**config.mk**
```make
export PLATFORM = sky130hd
export DESIGN_NAME = intersection_controller_flat
export DESIGN_NICKNAME = d
export VERILOG_FILES = /design/src/rtl/intersection_pkg.sv /design/src/rtl/intersection_controller_if.sv /design/src/rtl/intersection_controller_phase_counter.sv /design/src/rtl/intersection_controller.sv /design/src/flat_wrapper.sv
export SDC_FILE = /design/constraint.sdc
export NUM_CORES = 1
export LEC_CHECK = 0
export BUFFER_PORTS_ARGS = -buffer_cell sky130_fd_sc_hd__buf_2
export CORE_AREA = 2 2 69 52
export CTS_BUF_LIST = sky130_fd_sc_hd__clkbuf_8
export DETAILED_ROUTE_END_ITERATION = 8
export DIE_AREA = 0 0 71 54
export PLACE_DENSITY = 0.65
export SKIP_LAST_GASP = 1
export SLEW_MARGIN = 20
export SYNTH_ARGS = -nofsm -noshare
export SYNTH_HDL_FRONTEND = slang
export SYNTH_HIERARCHICAL = 1
export SYNTH_SLANG_ARGS = --single-unit
export TNS_END_PERCENT = 10
```
**constraint.sdc**
```tcl
create_clock -name clk -period 2.5 [get_ports clk]
set_clock_uncertainty 0.05 [all_clocks]
set_input_delay 0.5 -clock clk [delete_from_list [all_inputs] [get_ports clk]]
set_output_delay 0.5 -clock clk [all_outputs]
set_load 0.005 [all_outputs]
```
**src/rtl/intersection_pkg.sv**
```systemverilog
// Shared types and constants for the two-way intersection sequencer.
// Imported by the interface, the phase counter and the controller top.
package intersection_pkg;

   typedef enum logic [1:0] {
      NS_GO = 2'd0,
      EW_GO = 2'd1,
      CLEAR = 2'd2
   } state_e;

   typedef enum logic {
      NS = 1'b0,
      EW = 1'b1
   } dir_e;

   localparam int TIMER_W   = 7;
   localparam int RED_W     = 4;
   localparam int YELLOW_TH = 15;
   localparam int TIMER_MAX = (1 << TIMER_W) - 1;
   localparam int RED_MAX   = (1 << RED_W) - 1;

   function automatic dir_e other_dir(input dir_e d);
      return (d == NS) ? EW : NS;
   endfunction

endpackage

```
**src/rtl/intersection_controller_if.sv**
```systemverilog
// Sensor/strobe inputs and light-drive outputs of the sequencer.
// master drives sensors and tick; slave is the controller.
interface intersection_controller_if;
   import intersection_pkg::*;

   logic               tick;
   logic               car_ns;
   logic               car_ew;
   logic               ns_enable;
   logic [TIMER_W-1:0] ns_timer;
   logic               ew_enable;
   logic [TIMER_W-1:0] ew_timer;
   logic               ns_wait;
   logic               ew_wait;

   modport master (
      output tick, car_ns, car_ew,
      input  ns_enable, ns_timer, ew_enable, ew_timer,
      input  ns_wait, ew_wait
   );

   modport slave (
      input  tick, car_ns, car_ew,
      output ns_enable, ns_timer, ew_enable, ew_timer,
      output ns_wait, ew_wait
   );

endinterface

```
**src/rtl/intersection_controller_phase_counter.sv**
```systemverilog
// Tick-gated loadable down-counter; stops at zero, flags 0 and 1.
// Used for both the phase timer and the all-red clearance count.
module phase_counter #(
   parameter int          W       = 7,
   parameter int unsigned RST_VAL = 0
) (
   input  logic         clk,
   input  logic         reset,
   input  logic         tick,
   input  logic         load,
   input  logic         dec,
   input  logic [W-1:0] load_val,
   output logic [W-1:0] count,
   output logic         zero,
   output logic         one
);

   always_ff @(posedge clk or posedge reset) begin
      if (reset) begin
         count <= W'(RST_VAL);
      end else if (tick) begin
         if (load) begin
            count <= load_val;
         end else if (dec && count != '0) begin
            count <= count - W'(1);
         end
      end
   end

   assign zero = (count == '0);
   assign one  = (count == W'(1));

endmodule

```
**src/rtl/intersection_controller.sv**
```systemverilog
// Two-way intersection sequencer: GO/CLEAR FSM, grant logic and
// request latches driving the enable/timer inputs of two lights.
module intersection_controller
   import intersection_pkg::*;
#(
   parameter int LOAD    = 60,
   parameter int ALL_RED = 2
) (
   input logic                      clk,
   input logic                      reset,
   intersection_controller_if.slave bus
);

   if (LOAD <= YELLOW_TH || LOAD > TIMER_MAX) begin : g_bad_load
      $error("LOAD out of range");
   end
   if (ALL_RED < 1 || ALL_RED > RED_MAX) begin : g_bad_red
      $error("ALL_RED out of range");
   end

   state_e             state;
   state_e             state_n;
   dir_e               last_dir;
   dir_e               last_dir_n;
   dir_e               grant_dir;
   logic               ns_wait_q;
   logic               ew_wait_q;
   logic               last_wait;
   logic               oth_wait;
   logic               grant_ns;
   logic               grant_ew;

   logic [TIMER_W-1:0] t_cnt;
   logic               t_zero;
   logic               t_one;
   logic               t_load;
   logic               t_dec;

   logic [RED_W-1:0]   r_cnt;
   logic               r_zero;
   logic               r_one;
   logic               r_load;
   logic               r_dec;

   phase_counter #(
      .W       (TIMER_W),
      .RST_VAL (0)
   ) u_timer (
      .clk      (clk),
      .reset    (reset),
      .tick     (bus.tick),
      .load     (t_load),
      .dec      (t_dec),
      .load_val (TIMER_W'(LOAD)),
      .count    (t_cnt),
      .zero     (t_zero),
      .one      (t_one)
   );

   phase_counter #(
      .W       (RED_W),
      .RST_VAL (ALL_RED)
   ) u_red (
      .clk      (clk),
      .reset    (reset),
      .tick     (bus.tick),
      .load     (r_load),
      .dec      (r_dec),
      .load_val (RED_W'(ALL_RED)),
      .count    (r_cnt),
      .zero     (r_zero),
      .one      (r_one)
   );

   // Re-serve last_dir only if it alone is waiting; otherwise alternate.
   assign last_wait = (last_dir == NS) ? ns_wait_q : ew_wait_q;
   assign oth_wait  = (last_dir == NS) ? ew_wait_q : ns_wait_q;
   assign grant_dir = (last_wait && !oth_wait) ? last_dir
                                                : other_dir(last_dir);

   always_comb begin
      state_n    = state;
      last_dir_n = last_dir;
      t_load     = 1'b0;
      t_dec      = 1'b0;
      r_load     = 1'b0;
      r_dec      = 1'b0;
      grant_ns   = 1'b0;
      grant_ew   = 1'b0;
      unique case (state)
         CLEAR: begin
            if (bus.tick) begin
               if (r_one || r_zero) begin
                  t_load = 1'b1;
                  if (grant_dir == NS) begin
                     state_n  = NS_GO;
                     grant_ns = 1'b1;
                  end else begin
                     state_n  = EW_GO;
                     grant_ew = 1'b1;
                  end
               end else begin
                  r_dec = 1'b1;
               end
            end
         end
         NS_GO, EW_GO: begin
            if (bus.tick) begin
               t_dec = 1'b1;
               if (t_one || t_zero) begin
                  state_n    = CLEAR;
                  r_load     = 1'b1;
                  last_dir_n = (state == NS_GO) ? NS : EW;
               end
            end
         end
         default: state_n = CLEAR;
      endcase
   end

   always_ff @(posedge clk or posedge reset) begin
      if (reset) begin
         state    <= CLEAR;
         last_dir <= EW;
      end else begin
         state    <= state_n;
         last_dir <= last_dir_n;
      end
   end

   // Grant clears the latch even if the sensor is still asserted.
   always_ff @(posedge clk or posedge reset) begin
      if (reset) begin
         ns_wait_q <= 1'b0;
         ew_wait_q <= 1'b0;
      end else begin
         if (grant_ns) begin
            ns_wait_q <= 1'b0;
         end else if (bus.car_ns && state != NS_GO) begin
            ns_wait_q <= 1'b1;
         end
         if (grant_ew) begin
            ew_wait_q <= 1'b0;
         end else if (bus.car_ew && state != EW_GO) begin
            ew_wait_q <= 1'b1;
         end
      end
   end

   assign bus.ns_enable = (state == NS_GO);
   assign bus.ew_enable = (state == EW_GO);
   assign bus.ns_timer  = (state == NS_GO) ? t_cnt : '0;
   assign bus.ew_timer  = (state == EW_GO) ? t_cnt : '0;
   assign bus.ns_wait   = ns_wait_q;
   assign bus.ew_wait   = ew_wait_q;

endmodule

```
**src/flat_wrapper.sv**
```systemverilog
// flat-port wrapper written by rule: the top's interface ports become plain ports
module intersection_controller_flat import intersection_pkg::*;
#(
   parameter int LOAD    = 60,
   parameter int ALL_RED = 2
)
  (clk, reset, bus_tick, bus_car_ns, bus_car_ew, bus_ns_enable, bus_ns_timer, bus_ew_enable, bus_ew_timer, bus_ns_wait, bus_ew_wait);
  intersection_controller_if bus_i ();
  input logic clk;
  input logic reset;
  input wire logic [$bits(bus_i.tick)-1:0] bus_tick;
  input wire logic [$bits(bus_i.car_ns)-1:0] bus_car_ns;
  input wire logic [$bits(bus_i.car_ew)-1:0] bus_car_ew;
  output wire logic [$bits(bus_i.ns_enable)-1:0] bus_ns_enable;
  output wire logic [$bits(bus_i.ns_timer)-1:0] bus_ns_timer;
  output wire logic [$bits(bus_i.ew_enable)-1:0] bus_ew_enable;
  output wire logic [$bits(bus_i.ew_timer)-1:0] bus_ew_timer;
  output wire logic [$bits(bus_i.ns_wait)-1:0] bus_ns_wait;
  output wire logic [$bits(bus_i.ew_wait)-1:0] bus_ew_wait;
  assign bus_i.tick = bus_tick;
  assign bus_i.car_ns = bus_car_ns;
  assign bus_i.car_ew = bus_car_ew;
  assign bus_ns_enable = bus_i.ns_enable;
  assign bus_ns_timer = bus_i.ns_timer;
  assign bus_ew_enable = bus_i.ew_enable;
  assign bus_ew_timer = bus_i.ew_timer;
  assign bus_ns_wait = bus_i.ns_wait;
  assign bus_ew_wait = bus_i.ew_wait;
  intersection_controller #(.LOAD(LOAD), .ALL_RED(ALL_RED)) u_core (.clk(clk), .reset(reset), .bus(bus_i));
endmodule
```
# ---- Word-level counts from Yosys, hierarchy flattened
# Cells that the tools add are included.
dict set report word_totals {
  reg_bits 16
  input_bits 5
  output_inout_bits 18
  word_cells 80
}
dict set report op_classes {
  n_addsub 2
  eq_ne 9
  mux 40
  n_reduce_logical 23
}
# op count
set ops {}
lappend ops {{$mux W1} 29}
lappend ops {{$mux W7} 4}
lappend ops {{$reduce_bool A2 Y1} 5}
lappend ops {{$mux W2} 4}
lappend ops {{$mux W4} 2}
lappend ops {{$eq A7 B1 Y1 const B} 1}
lappend ops {{$logic_not A7 Y1} 1}
lappend ops {{$reduce_bool A7 Y1} 1}
lappend ops {{$sub A7 B1 Y7 const B} 1}
lappend ops {{$ne A2 B1 Y1 const B} 3}
lappend ops {{$logic_and A1 B1 Y1} 5}
lappend ops {{$eq A4 B1 Y1 const B} 1}
lappend ops {{$logic_not A4 Y1} 1}
lappend ops {{$ne A2 B2 Y1 const B} 2}
lappend ops {{$pmux W2 S2} 1}
lappend ops {{$reduce_and A2 Y1} 2}
lappend ops {{$reduce_and A4 Y1} 1}
lappend ops {{$reduce_bool A4 Y1} 1}
lappend ops {{$sub A4 B1 Y4 const B} 1}
lappend ops {{$reduce_and A3 Y1} 1}
lappend ops {{$eq A2 B1 Y1 const B} 1}
lappend ops {{$eq A2 B2 Y1 const B} 1}
lappend ops {{$logic_not A2 Y1} 1}
lappend ops {{$logic_or A1 B1 Y1} 2}
lappend ops {{2 further kinds} 2}

# ---- Longest topological paths before layout
# Gate-level depths: netlist of the first run.
dict set report depth {
  depth_word 9
  depth_mapped 10
  depth_no_buf 9
}

# ---- Hierarchy
# Netlist of the first run, hierarchy kept.
# module instances cells_per_inst area_each_um2 seq_area_each_um2
set by_module_without_submodules {}
lappend by_module_without_submodules {{phase_counter (u_core.u_timer)} 1 57 520.5 175.2}
lappend by_module_without_submodules {intersection_controller 1 42 382.9 127.6}
lappend by_module_without_submodules {{phase_counter (u_core.u_red)} 1 35 307.8 101.3}

# ---- Worst setup path before layout of the first run
# OpenSTA, ideal clock, no wires.
dict set report synth_path {
  kind {register -> register}
  startpoint {reg u_core.u_red.count[0]}
  endpoint {reg u_core.u_timer.count[4]}
  setup_time_ns 0.125
  t_arrival_ns 2.005
  required_time_ns 2.325
  setup_slack_ns 0.320
  stages_incl_launch_ff 11
  path_buffers 1
  synth_period_minus_slack_ns 2.180
  path_cell_list {dfrtp_1 -> inv_1 -> ha_1 -> nor3b_1 -> nor2_1 -> nor2_1 -> buf_4 -> o21ai_1 -> a41o_4 -> o21ai_0 -> o21ai_1}
}
dict set report synth_via {
  elab_chain_cells 7
  word_cells_on_any_way 9
  classes_between {eq/ne (1); mux (4); reduce/logical (4)}
}
# element line
set synth_rtl {}
lappend synth_rtl {{start, declared} intersection_controller_phase_counter.sv:13} ;# output logic [W-1:0] count,
lappend synth_rtl {{start signal, assigned} intersection_controller_phase_counter.sv:20} ;# count <= W'(RST_VAL);
lappend synth_rtl {{start signal, assigned} intersection_controller_phase_counter.sv:23} ;# count <= load_val;
lappend synth_rtl {{start signal, assigned} intersection_controller_phase_counter.sv:25} ;# count <= count - W'(1);
lappend synth_rtl {{$logic_not A4 Y1 (*)} intersection_controller_phase_counter.sv:30} ;# assign zero = (count == '0);
lappend synth_rtl {{named net u_core.r_zero} intersection_controller.sv:40} ;# logic r_zero;
lappend synth_rtl {{$logic_or A1 B1 Y1 (*)} intersection_controller.sv:93} ;# if (r_one || r_zero) begin
lappend synth_rtl {{$mux W1 (*)} intersection_controller.sv:93}
lappend synth_rtl {{$mux W1 (*)} intersection_controller.sv:92} ;# if (bus.tick) begin
lappend synth_rtl {{$mux W1 (*)} intersection_controller.sv:90} ;# unique case (state)
lappend synth_rtl {{named net u_core.t_load} intersection_controller.sv:36} ;# logic t_load;
lappend synth_rtl {{$reduce_bool A2 Y1 (no source line)} -}
lappend synth_rtl {{$reduce_and A2 Y1 (no source line)} -}
lappend synth_rtl {{end signal, assigned} intersection_controller_phase_counter.sv:20}
lappend synth_rtl {{end signal, assigned} intersection_controller_phase_counter.sv:23}
lappend synth_rtl {{end signal, assigned} intersection_controller_phase_counter.sv:25}
lappend synth_rtl {{end, declared} intersection_controller_phase_counter.sv:13}
# The timed path passes the listed nets; every way through them passes the cells marked *.
# A chain may end at the register's enable or synchronous reset.

# ---- Final worst setup path of the first run
dict set report layout_path {
  startpoint {reg u_core.u_red.count[0]}
  endpoint {reg u_core.u_timer.count[5]}
}
# The elaborated chain is that of the path after synthesis.

==> results list, run 1 <==
- Detailed-route wire length per cell: 12.36 µm
- The worst setup path is of the reg2reg kind.
* Combined area of all synthesized cells: 1211 µm²
- Source-to-sink clock delay at the later pin of the worst-skew pair: 250 ps
- STA puts the critical path data required time at 2590 ps.
* Yosys top cell area share: 0.2686
- In this design, the stage delay of the slowest critical-path cell is 420 ps.
- In this run the standard cell core region covers 3266 µm².
- Summing all multi-input logic gate instances after layout gives 778.2 µm².
- The flow ran to the end, and the final reports show no timing, DRC or antenna violations.
* Height of the die: 54 µm
- Setup repair after global routing left no endpoint under its margin.
* Share of the cycle needed by the critical path after routing: 0.9241
- The worst register-to-register path ends at u_core/u_timer/count[5]$_DFFE_PP0P_.
- Clk pin slew, worst setup/hold paths: 70 ps
- Max Buffers Root-to-Sink: 2
* Sequential cell area: 404.1 µm²
- Library cells used by synthesis: 47
- Via density: 5.005
- In this run the critical register-to-register path is launched from u_core/u_red/count[0]$_DFFE_PP0P_.
- Library cell contributing the largest single delay on the critical path: dfrtp_1
- Counting flops with an async set or reset pin after synthesis yields a share of 1.000.
- For this run, the share of the core covered by cells in the final layout is 0.4421.
- CTS root buf: clkbuf_8
- After detailed routing, the number of remaining DRC violations is 0.
- Count of buffer and inverter cells on the critical path: 1
- In this run the number of H-tree levels came out at 1.
- During I/O placement, the number of pins put on the boundary was 23.
- Static timing analysis puts the maximum clock frequency at 432.8 MHz.
- The routed layout has 1041 vias.
* Main flop type after synthesis: dfrtp_1
- At the end of routability-driven placement, the weighted congestion stood at 0.9199.
- Flip-flop and latch count after synthesis: 16
* HPWL after detailed placement: 1968 µm
- Yosys warnings: 6
* Leakage power summed over all cells: 0.0006871 µW
- Number of iterations in the first detailed-routing pass: 4
- TritonCTS clock tree: yes
* Die footprint: 3834 µm²
- Top cells by area, synth: dfrtp_1 27%, and2_1 7.7%, dfstp_2 6.5%, ha_1 5.2%, o21ai_0 4.5%
- IO Port Bufs: 22
- Pin count of the biggest net entering global routing: 17
- Clock tree synthesis inserted a total of 3 buffers.
* Final TNS setup: 0 ps
- Count of inserted antenna diode cells: 0
- The worst path needs 2310 ps of the cycle, external delays included.
* Leading cell type in the layout, fill and taps excluded: buf_2
- Counting tap cells, the placed design contains a total of 204 instances.
- Final wirelength: 2570 µm
- Post-route antenna net violation count: 0
- After the flow finishes, the layout carries non-filler instances totaling 208.
* Worst min-delay path class: in2async
- Layout overhead on the synthesized area: 19.21%
* Post-Layout Inst Area: 1444 µm²
* Critical path capture point type: flop
- Synthesized netlist cell count: 134
- The cell that appears most often on the critical path is nor2_1.
* Seq/Total Area, Yosys: 0.3337
* R2R Setup Slk: 190 ps
- Initial drt markers: 33
- Counting the fill cells in the layout gives 304.
- In this design, the largest share of critical-path delay is due to compound AO/OA/AOI/OAI gates.
- In this run the power density over the cells is 965.1 nW/µm².
- Post-synth EDFFs: 0
* Worst voltage drop across the vdd grid: 0.2766 mV
* Floorplan row count: 18
- A synthesized cell averages 9.039 µm².
* Layout cell share with drive strength beyond 1: 0.2798
- The initial utilization of the core area, before any placement, comes to 0.3709.
- NumNets Final: 179
* Setup-violating endpoint count in the final report: 0
* GRT Util Overall: 0.1440
- The die is 71 µm wide.
* DP Area: 1394 µm²
* Count of maximum capacitance violations: 0
- Cell-by-cell listing of the critical path: inv_1 > ha_1 > nor3b_2 > nor2_1 > nor2_1 > o21ai_1 > a41oi_2 > o21ai_0 > o2bb2ai_1
* Number of cell instances on the worst register-to-register path: 9
- Clock tree sinks: 16
* Wire length of the first global-routing pass: 4278 µm
- In the layout the commonest cells are 22 x buf_2, 15 x and2_1, 13 x inv_1, 13 x dfrtp_1, 12 x conb_1.
- The synthesized design spends more area on one cell type than any other, namely dfrtp_1.
- The worst setup path is launched from a flop.
- Antenna violations before repair: 0
* Slew Viols, Final: 0
* Overall overflow remaining after global route: 0
- Vias in the first global route: 951
- The hold violation total from the final report is 0.
- Worst-path maximum fanout: 5
* Data arrival time of the worst path: 2400 ps
[state kept, by name, indices dropped and copies added, names as in the netlist]
signal / cells
u_core/u_timer/count: 7
u_core/u_red/count: 4
u_core/state: 2
u_core/bus.ew_wait: 1
u_core/bus.ns_wait: 1
u_core/last_dir: 1
[through the flow]
stage	worst slack (ps)	total power (µW)	hold slack (ps)
after floorplan	319.9	1009	215.4
after global placement	261.9	1158	372.4
after detailed placement	115.0	1185	374.5
after CTS	84.43	1396	102.6
after global routing	1.146	1526	121.9
final	189.7	1394	103.7
[cells in the mapped netlist, types with 3 or more instances]
| library cell | instances |
|---|---|
| a22oi_1 | 3 |
| and2_1 | 15 |
| nor2_1 | 11 |
| mux2i_1 | 3 |
| inv_1 | 12 |
| o21ai_1 | 5 |
| nor3b_1 | 4 |
| dfrtp_1 | 13 |
| nor3_1 | 3 |
| dfstp_2 | 3 |
| a21oi_1 | 6 |
| o21ai_0 | 11 |
| ha_1 | 5 |
[cell type report]
class	instances	share of cell area
repair buffers	23	0.08146
inverters	13	0.03380
multi-input cells	112	0.5390
well taps	40	0.03466
clock inverters	1	0.002600
clock buffers	3	0.02860
flip-flops and latches	16	0.2799
[worst register-to-register path: cells and delay by family (launching register included)]
family / cells / cell delay, ps
AOI/OAI and AO/OA: 4 / 770
and+or+nand+nor: 3 / 650
DFF: 1 / 420
adders and majority gates: 1 / 240
buffers and inverters: 1 / 80
[how the worst max path moves through the flow]
| stage | from | to | slack, ps | cells after the start |
|---|---|---|---|---|
| 2_1_floorplan | u_core/u_red/count[0]$_DFFE_PP0P_ | u_core/u_timer/count[4]$_DFFE_PP0P_ | 320 | 10 |
| 3_3_place_gp | u_core/u_red/count[0]$_DFFE_PP0P_ | u_core/u_timer/count[4]$_DFFE_PP0P_ | 260 | 9 |
| 3_5_place_dp | u_core/u_red/count[0]$_DFFE_PP0P_ | u_core/u_timer/count[5]$_DFFE_PP0P_ | 120 | 9 |
| 4_1_cts | u_core/u_red/count[0]$_DFFE_PP0P_ | u_core/u_timer/count[4]$_DFFE_PP0P_ | 80 | 9 |
| 5_1_grt | u_core/u_red/count[0]$_DFFE_PP0P_ | u_core/u_timer/count[4]$_DFFE_PP0P_ | 1 | 9 |
| 6_report | u_core/u_red/count[0]$_DFFE_PP0P_ | u_core/u_timer/count[5]$_DFFE_PP0P_ | 190 | 9 |
[kinds of logic after synthesis]
family                   count (synthesis)  synth area share
AND/OR/NAND/NOR                         51            0.2748
AO/OA/AOI/OAI                           39            0.2283
buffers and inverters                   16           0.05888
flip-flops                              16            0.3337
adder cells (fa/ha/maj)                  6           0.06095
multiplexers                             4           0.03719
other                                    2          0.006201
[per-layer routing]
metal	wire [µm]	share of wire	vias up	track usage
met2	1065	0.41	27	0.2040
li1	-	-	526	-
met5	0	0	-	0
met4	53	0.021	0	0.07547
met3	133	0.052	7	0.02809
met1	1317	0.51	481	0.2063
[report_power, final]
| group | internal (µW) | switching [µW] |
|---|---|---|
| sequential | 380 | 165 |
| clock | 109 | 93.7 |
| combinational | 303 | 342 |
[repair_timing]
item	in CTS	in global routing
hold buffers	0	0
buffers inserted	0	0
endpoints found under the setup margin	0	6
resized for setup	0	1
Power figures use the tool's default switching activity.
==> run 2: changes to the inputs <==
- BUFFER_PORTS_ARGS: -buffer_cell sky130_fd_sc_hd__buf_2 -> -buffer_cell sky130_fd_sc_hd__buf_4
==> results list, run 2 (synthesized netlist as in run 1, its figures left out) <==
* Switching share of total power: 0.4295 (-0.001963)
* GRT Util Overall: 0.1546 (+0.01061)
* Layout cell share with drive strength beyond 1: 0.2798 (unchanged)
* Share of the cycle needed by the critical path after routing: 0.9742 (+0.05012)
* Worst setup path class: reg2reg
- Worst voltage drop across the vdd grid: 0.2612 mV (-5.6%)
- The final global-route overflow total is 0 (unchanged).
* Worst-path maximum fanout: 12 (+7)
- The power share of the clock group is 0.138 (-0.007).
- The H-tree level count came to 1 (unchanged).
- The number of global-route vias before repair came to 1018 (+7.0%).
- The initial standard-cell utilization of the core is 0.3709 (unchanged).
- The sequential group share of total power came to 0.383 (-0.008).
- Ranked by flip-flop count, first place goes to u_core/u_timer/count.
- Source-to-sink clock delay at the later pin of the worst-skew pair: 250 ps (about the same)
- The internal cell power is 814.5 µW (+2.8%).
- IO Port Bufs: 22 (unchanged)
- The remaining antenna violation count was 0 (unchanged).
- The number of hold buffers added after CTS came to 0 (unchanged).
- Leakage power summed over all cells: 0.0006934 µW (+0.91%)
- The total via count after detailed routing came to 1051 (+0.96%).
- The power density of the placed cells is 952.4 nW/µm² (-1.3%).
- Final Wtd Congestion: 0.9138 (-0.66%)
- Critical path capture point type: flop
- The data required time at the worst endpoint came to 2570 ps (-20 ps).
- Worst Hold Margin: 99.86 ps (-3.837 ps)
* Via density: 5.053 (+0.96%)
* Floorplan Core Area: 3266 µm² (unchanged)
- Number of iterations in the first detailed-routing pass: 4 (unchanged)
* CP startpoint kind: flop
- The aggregate routed wire length was 2727 µm (+6.1%).
* Clk pin slew, worst setup/hold paths: 70 ps (about the same)
- Antenna violations before repair: 0 (unchanged)
* P_sw: 613.1 µW (+2.0%)
* Clock tree sinks: 16 (unchanged)
* Power, Total: 1428 µW (+2.4%)
- Unrepaired setup endpoints after global routing: yes
* Fmax achieved: 410.6 MHz (-5.1%)
* # IOs: 23 (unchanged)
- Pin count of the biggest net entering global routing: 17 (unchanged)
* Layout overhead on the synthesized area: 23.76%
* Count of maximum capacitance violations: 0 (unchanged)
- Worst slack after detailed placement: 54.71 ps (-60.32 ps)
* Power share of the combinational group: 0.479 (+0.016)
- Die footprint: 3834 µm² (unchanged)
- The setup-violating endpoint count in the final report was 0 (unchanged).
* Post-CTS Setup Repair Bufs: 0 (unchanged)
* Number of buffers created by CTS: 3 (unchanged)
* Result of the run: finished clean
- The die span in x is 71 µm (unchanged).
* Wire length of the first global-routing pass: 4588 µm (+7.2%)
- The max-slew violation count is 0 (unchanged).
- The total DRC errors in the routed layout came to 0 (unchanged).
- The flip-flop count of the largest register, all copies and words added is 7 (unchanged).
- Commonest non-fill, non-tap cells in the layout: 23 x buf_4, 15 x and2_1, 13 x inv_1, 13 x dfrtp_1, 12 x conb_1
* Clock period minus worst slack: 2436 ps (+125.3 ps)
- Final TNS setup: 0 ps (unchanged)
- Leaving out fill and tap cells, the most frequent cell in the layout is buf_4.
- Initial drt markers: 27 (-18%)
- DP Area: 1449 µm² (+3.9%)
* NumNets Final: 179 (unchanged)
- The finished layout cell area is 1499 µm² (+3.8%).
* TritonCTS clock tree: yes
- The chip height was 54 µm (unchanged).
- Count of inserted antenna diode cells: 0 (unchanged)
* Total of cells resized after clock tree synthesis: 0 (unchanged)
- Floorplan row count: 18 (unchanged)
* Worst setup margin: 64.38 ps (-125.3 ps)
- The final routed wire length divided by cell count was 13.11 µm (+6.1%).
- CTS root buf: clkbuf_8
- The maximum buffer depth of the clock tree came to 2 (unchanged).
* HPWL after detailed placement: 2133 µm (+8.3%)
- Regs by FF count: u_core/u_timer/count: 7 flops, u_core/u_red/count: 4 flops, u_core/state: 2 flops
- The hold violation total from the final report was 0 (unchanged).
* Data arrival time of the worst path: 2500 ps (+100 ps)
- The worst hold path belongs to the class in2async.
## run 2: changes by cell type in the layout (fill, tap and decap cells not counted)
cell,previous run,this run
buf_4,1,23
buf_2,22,0
## run 2: final timing paths
check | cells past startpoint | slack, ps | end | start
hold reg to reg | 2 | 500 | u_core/u_red/count[1]$_DFFE_PP1P_ | u_core/u_red/count[1]$_DFFE_PP1P_
hold / removal | 2 | 100 | u_core/u_red/count[0]$_DFFE_PP0P_ | reset
setup / recovery | 7 | 60 | u_core/u_red/count[2]$_DFFE_PP0P_ | u_core/u_timer/count[4]$_DFFE_PP0P_
max in group asynchronous | 2 | 2030 | u_core/u_timer/count[5]$_DFFE_PP0P_ | reset
setup reg to reg | 7 | 60 | u_core/u_red/count[2]$_DFFE_PP0P_ | u_core/u_timer/count[4]$_DFFE_PP0P_
min in group clk | 2 | 500 | u_core/u_red/count[1]$_DFFE_PP1P_ | u_core/u_red/count[1]$_DFFE_PP1P_
## run 2: area by class of cell
type	count	area, µm²
clock buffers	3	41.29
clock inverters	1	3.754
fillers	316	1767
inverters	13	48.80
multi-input cells	112	778.2
flip-flops and latches	16	404.1
well taps	40	50.05
repair buffers	23	172.7
## run 2: worst max-delay path: stages (launching register included)
cell	delay, ps
dfrtp_1	470
nor3_4	300
and3_2	230
o21a_1	200
nor2b_4	320
o21ai_0	140
a31o_2	260
o21ai_0	330
## run 2: metal layers
| layer | vias up | share of wire | routed length, µm | global-route usage |
|---|---|---|---|---|
| met1 | 484 | 0.50 | 1362 | 0.2045 |
| li1 | 529 | - | - | - |
| met5 | - | 0 | 0 | 0 |
| met4 | 0 | 0.012 | 33 | 0.05031 |
| met3 | 4 | 0.049 | 133 | 0.03371 |
| met2 | 34 | 0.44 | 1198 | 0.2555 |
## run 2: per-stage QoR
step	cells	util
after CTS	208	0.4575
after global routing	208	0.4590
after floorplan	144	-
final	208	0.4590
after global placement	204	0.4437
after detailed placement	204	0.4437
## run 2: power groups by stage
stage	clock [µW]	sequential, µW	combinational, µW
after floorplan	0	502	507
after global placement	0	538	649
after detailed placement	0	549	670
after CTS	203	544	676
after global routing	215	569	775
final	197	547	684
==> run 3: changes to the inputs <==
- ABC_AREA: not set -> 1
- CORE_AREA: 2 2 69 52 -> 2 2 72 53
- DIE_AREA: 0 0 71 54 -> 0 0 74 55
==> results list, run 3 <==
* Combined area of all synthesized cells: 1296 µm² (+7.0%)
- The number of nets in the layout is 245 (+37%).
- # IOs: 23 (unchanged)
* Share of the cycle needed by the critical path after routing: 0.8103 (-0.1640)
* Height of the die: 55 µm (+1.9%)
- The setup TNS after final layout is 0 ps (unchanged).
- Post-route antenna net violation count: 0 (unchanged)
* Largest register FFs: 7 (unchanged)
- The peak ir drop on the vdd network was 0.3926 mV (+50%).
- Setup-violating endpoint count in the final report: 0 (unchanged)
- The number of global-route vias before repair is 990 (-2.8%).
- The final global-route overflow total is 0 (unchanged).
- The register area share after synthesis is 0.3118 (-0.02190).
* CTS root buf: clkbuf_8
- Among all flip-flop cells after synthesis, the most frequent one is dfrtp_1.
- Initial core utilization: 0.3812 (+0.01028)
- Number of buffers created by CTS: 3 (unchanged)
- The library cells used most frequently in the layout, excluding fill and tap cells, are 61 x nand2_1, 30 x nor2_1, 27 x inv_1.
- Fraction of registers with async set or reset after synthesis: 1.000 (unchanged)
- The final HPWL from detailed placement came to 2214 µm (+3.8%).
* Clk pin slew, worst setup/hold paths: 60 ps (about the same)
* Count of inserted antenna diode cells: 0 (unchanged)
- Total of cells resized after clock tree synthesis: 0 (unchanged)
* Fmax achieved: 493.7 MHz (+20%)
- Most flops, register: u_core/u_timer/count
- The number of synthesized flops with an enable pin came to 0 (unchanged).
- R2R Setup Slk: 470 ps (+410 ps)
- Relative to the synthesized area, the layout overhead comes to 24.03%.
- The die area came to 4070 µm² (+6.2%).
- Data arrival time of the worst path: 2160 ps (-340 ps)
- Number of remaining DRC errors: 0 (unchanged)
* Floorplan Core Area: 3401 µm² (+4.1%)
* Leakage power summed over all cells: 0.0008859 µW (+28%)
* Worst min-delay path class: in2async
- Antenna violations before repair: 0 (unchanged)
- Critical path capture point type: flop
- Required time of the critical path: 2630 ps (+60 ps)
- The routability congestion estimate from global placement is 0.8585 (-6.1%).
- Floorplan die width: 74 µm (+4.2%)
- The number of core rows was 18 (unchanged).
- Biggest area consumer among synthesized cells: dfrtp_1
- Setup repair after global routing left no endpoint under its margin.
- Synthesized netlist cell count: 200 (+49%)
* Power density over the cells: 1147 nW/µm² (+20%)
- Leading cell type in the layout, fill and taps excluded: nand2_1
- Regs by FF count: u_core/u_timer/count: 7 flops, u_core/u_red/count: 4 flops, u_core/state: 2 flops
* Wire length of the first global-routing pass: 4547 µm (-0.89%)
- The average instance area after synthesis is 6.481 µm² (-28%).
- The number of hold buffers added after CTS came to 0 (unchanged).
- The run finished with clean final reports.
- The worst-skew pair later-pin latency was 250 ps (about the same).
* Number of filler cells placed in the layout: 350 (+11%)
* Post-CTS Setup Repair Bufs: 0 (unchanged)
- Via density: 4.366 (-14%)
* Worst setup path class: reg2reg
- The total via count after detailed routing is 1240 (+18%).
- Number of iterations in the first detailed-routing pass: 5 (+1)
- The clock net sink count is 16 (unchanged).
- Initial drt markers: 85 (+210%)
* Clock period minus worst slack: 2026 ps (-410.0 ps)
- The largest fanout on the critical path came to 7 (-5).
- Slew Viols, Final: 0 (unchanged)
* Most used standard cell by instance count after synthesis: nand2_1
* Flip-flop and latch count after synthesis: 16 (unchanged)
- By count the netlist is led by 61 x nand2_1, 30 x nor2_1, 27 x inv_1, 13 x dfrtp_1, 11 x nand3_1.
* TritonCTS clock tree: yes
- The hold violation total from the final report came to 0 (unchanged).
* Final core utilization: 0.4728 (+0.01377)
* Reg-to-reg critical path startpoint: u_core/u_timer/count[0]$_DFFE_PP0P_
- Max Buffers Root-to-Sink: 2 (unchanged)
* Layout cell share with drive strength beyond 1: 0.2436 (-0.03617)
- Maximum level of the CTS H-tree: 1 (unchanged)
- R2R Path End: u_core/u_red/count[0]$_DFFE_PP0P_
* Pin count of the biggest net entering global routing: 14 (-3)
- Yosys top cell area share: 0.2510 (-0.01763)
* Final wirelength: 2785 µm (+2.1%)
- Detailed-route wire length per cell: 9.806 µm (-25%)
- The max capacitance violation total is 0 (unchanged).
* Library cells used by synthesis: 28 (-40%)
* GRT Util Overall: 0.1503 (-0.004374)
* Yosys warnings: 6 (unchanged)
* CP startpoint kind: flop
* Number of cell instances on the worst register-to-register path: 13 (+6)
* IO Port Bufs: 22 (unchanged)
* Top cells by area, synth: dfrtp_1 25%, nand2_1 18%, nor2_1 8.7%, inv_1 7.8%, dfstp_2 6.1%
==> run 3: cell count changes after synthesis, moves of 4 or more <==
cell | before | now
nand2_2 | 0 | 4
nand2_4 | 0 | 4
nand3_1 | 2 | 11
nor3b_1 | 4 | 0
nand2_1 | 2 | 61
and2_1 | 15 | 0
inv_2 | 1 | 8
inv_1 | 12 | 27
nor2_1 | 11 | 30
o21ai_0 | 11 | 5
==> run 3: worst max-delay path: stages (launching register included) <==
cell	delay [ps]
dfrtp_1	420
inv_1	140
ha_1	220
inv_1	50
nor2_1	40
nand2_2	90
inv_1	60
o21ai_1	260
inv_1	170
inv_2	140
nand2_2	80
nand2_4	110
nand2_1	80
o21ai_2	50
==> run 3: cells by family after synthesis <==
logic type | Yosys count | synth area share
buffers and inverters | 36 | 0.1052
other | 2 | 0.005794
adders and majority gates | 5 | 0.04826
AOI/OAI and AO/OA | 20 | 0.1052
and+or+nand+nor | 120 | 0.4170
DFF | 16 | 0.3118
xor gates and xnor gates | 1 | 0.006758
==> run 3: per-layer routing <==
layer  global-route usage  routed length (µm)  vias to the layer above
met3              0.03261                 210                        2
met5                    0                   0                        -
met4              0.05455                  27                        0
met1               0.2237                1529                      531
li1                     -                   -                      663
met2               0.2113                1018                       44
==> run 3: area by class of cell <==
cell class	count	area, µm²	area share
tap	50	62.56	0.03891
multi-input combinational	157	789.5	0.4911
clock buffer	4	55.05	0.03424
inverter	35	131.4	0.08171
timing repair buffer	22	165.2	0.1027
sequential	16	404.1	0.2514
==> run 3: worst max-delay path by stage <==
stage	end	start	cells past startpoint	slack (ps)
after CTS	u_core/u_red/count[0]$_DFFE_PP0P_	u_core/u_timer/count[0]$_DFFE_PP0P_	13	480
after detailed placement	u_core/u_red/count[0]$_DFFE_PP0P_	u_core/u_timer/count[0]$_DFFE_PP0P_	13	510
after global routing	u_core/u_red/count[2]$_DFFE_PP0P_	u_core/u_timer/count[0]$_DFFE_PP0P_	13	210
final	u_core/u_red/count[0]$_DFFE_PP0P_	u_core/u_timer/count[0]$_DFFE_PP0P_	13	470
after floorplan	u_core/u_timer/count[3]$_DFFE_PP0P_	u_core/u_red/count[1]$_DFFE_PP1P_	12	650
after global placement	u_core/u_red/count[0]$_DFFE_PP0P_	u_core/u_timer/count[0]$_DFFE_PP0P_	13	470
==> run 3: metrics by stage <==
step	instance area, µm²	setup slack (ps)	cells	hold slack, ps	power, µW
2_1_floorplan	1330	654.0	209	215.4	1308
3_3_place_gp	1553	474.0	280	385.1	1603
3_5_place_dp	1553	513.2	280	382.2	1603
4_1_cts	1608	481.8	284	108.1	1847
5_1_grt	1608	208.0	284	113.4	2046
6_report	1608	474.4	284	117.3	1844
==> run 3: power breakdown <==
part | internal [µW] | leakage, µW | switching (µW) | total [µW]
combinational | 426 | 0.000667 | 655 | 1080
clock | 140 | 0.0000288 | 90.5 | 230
sequential | 386 | 0.000190 | 147 | 533
total | 952 | 0.000886 | 892 | 1840
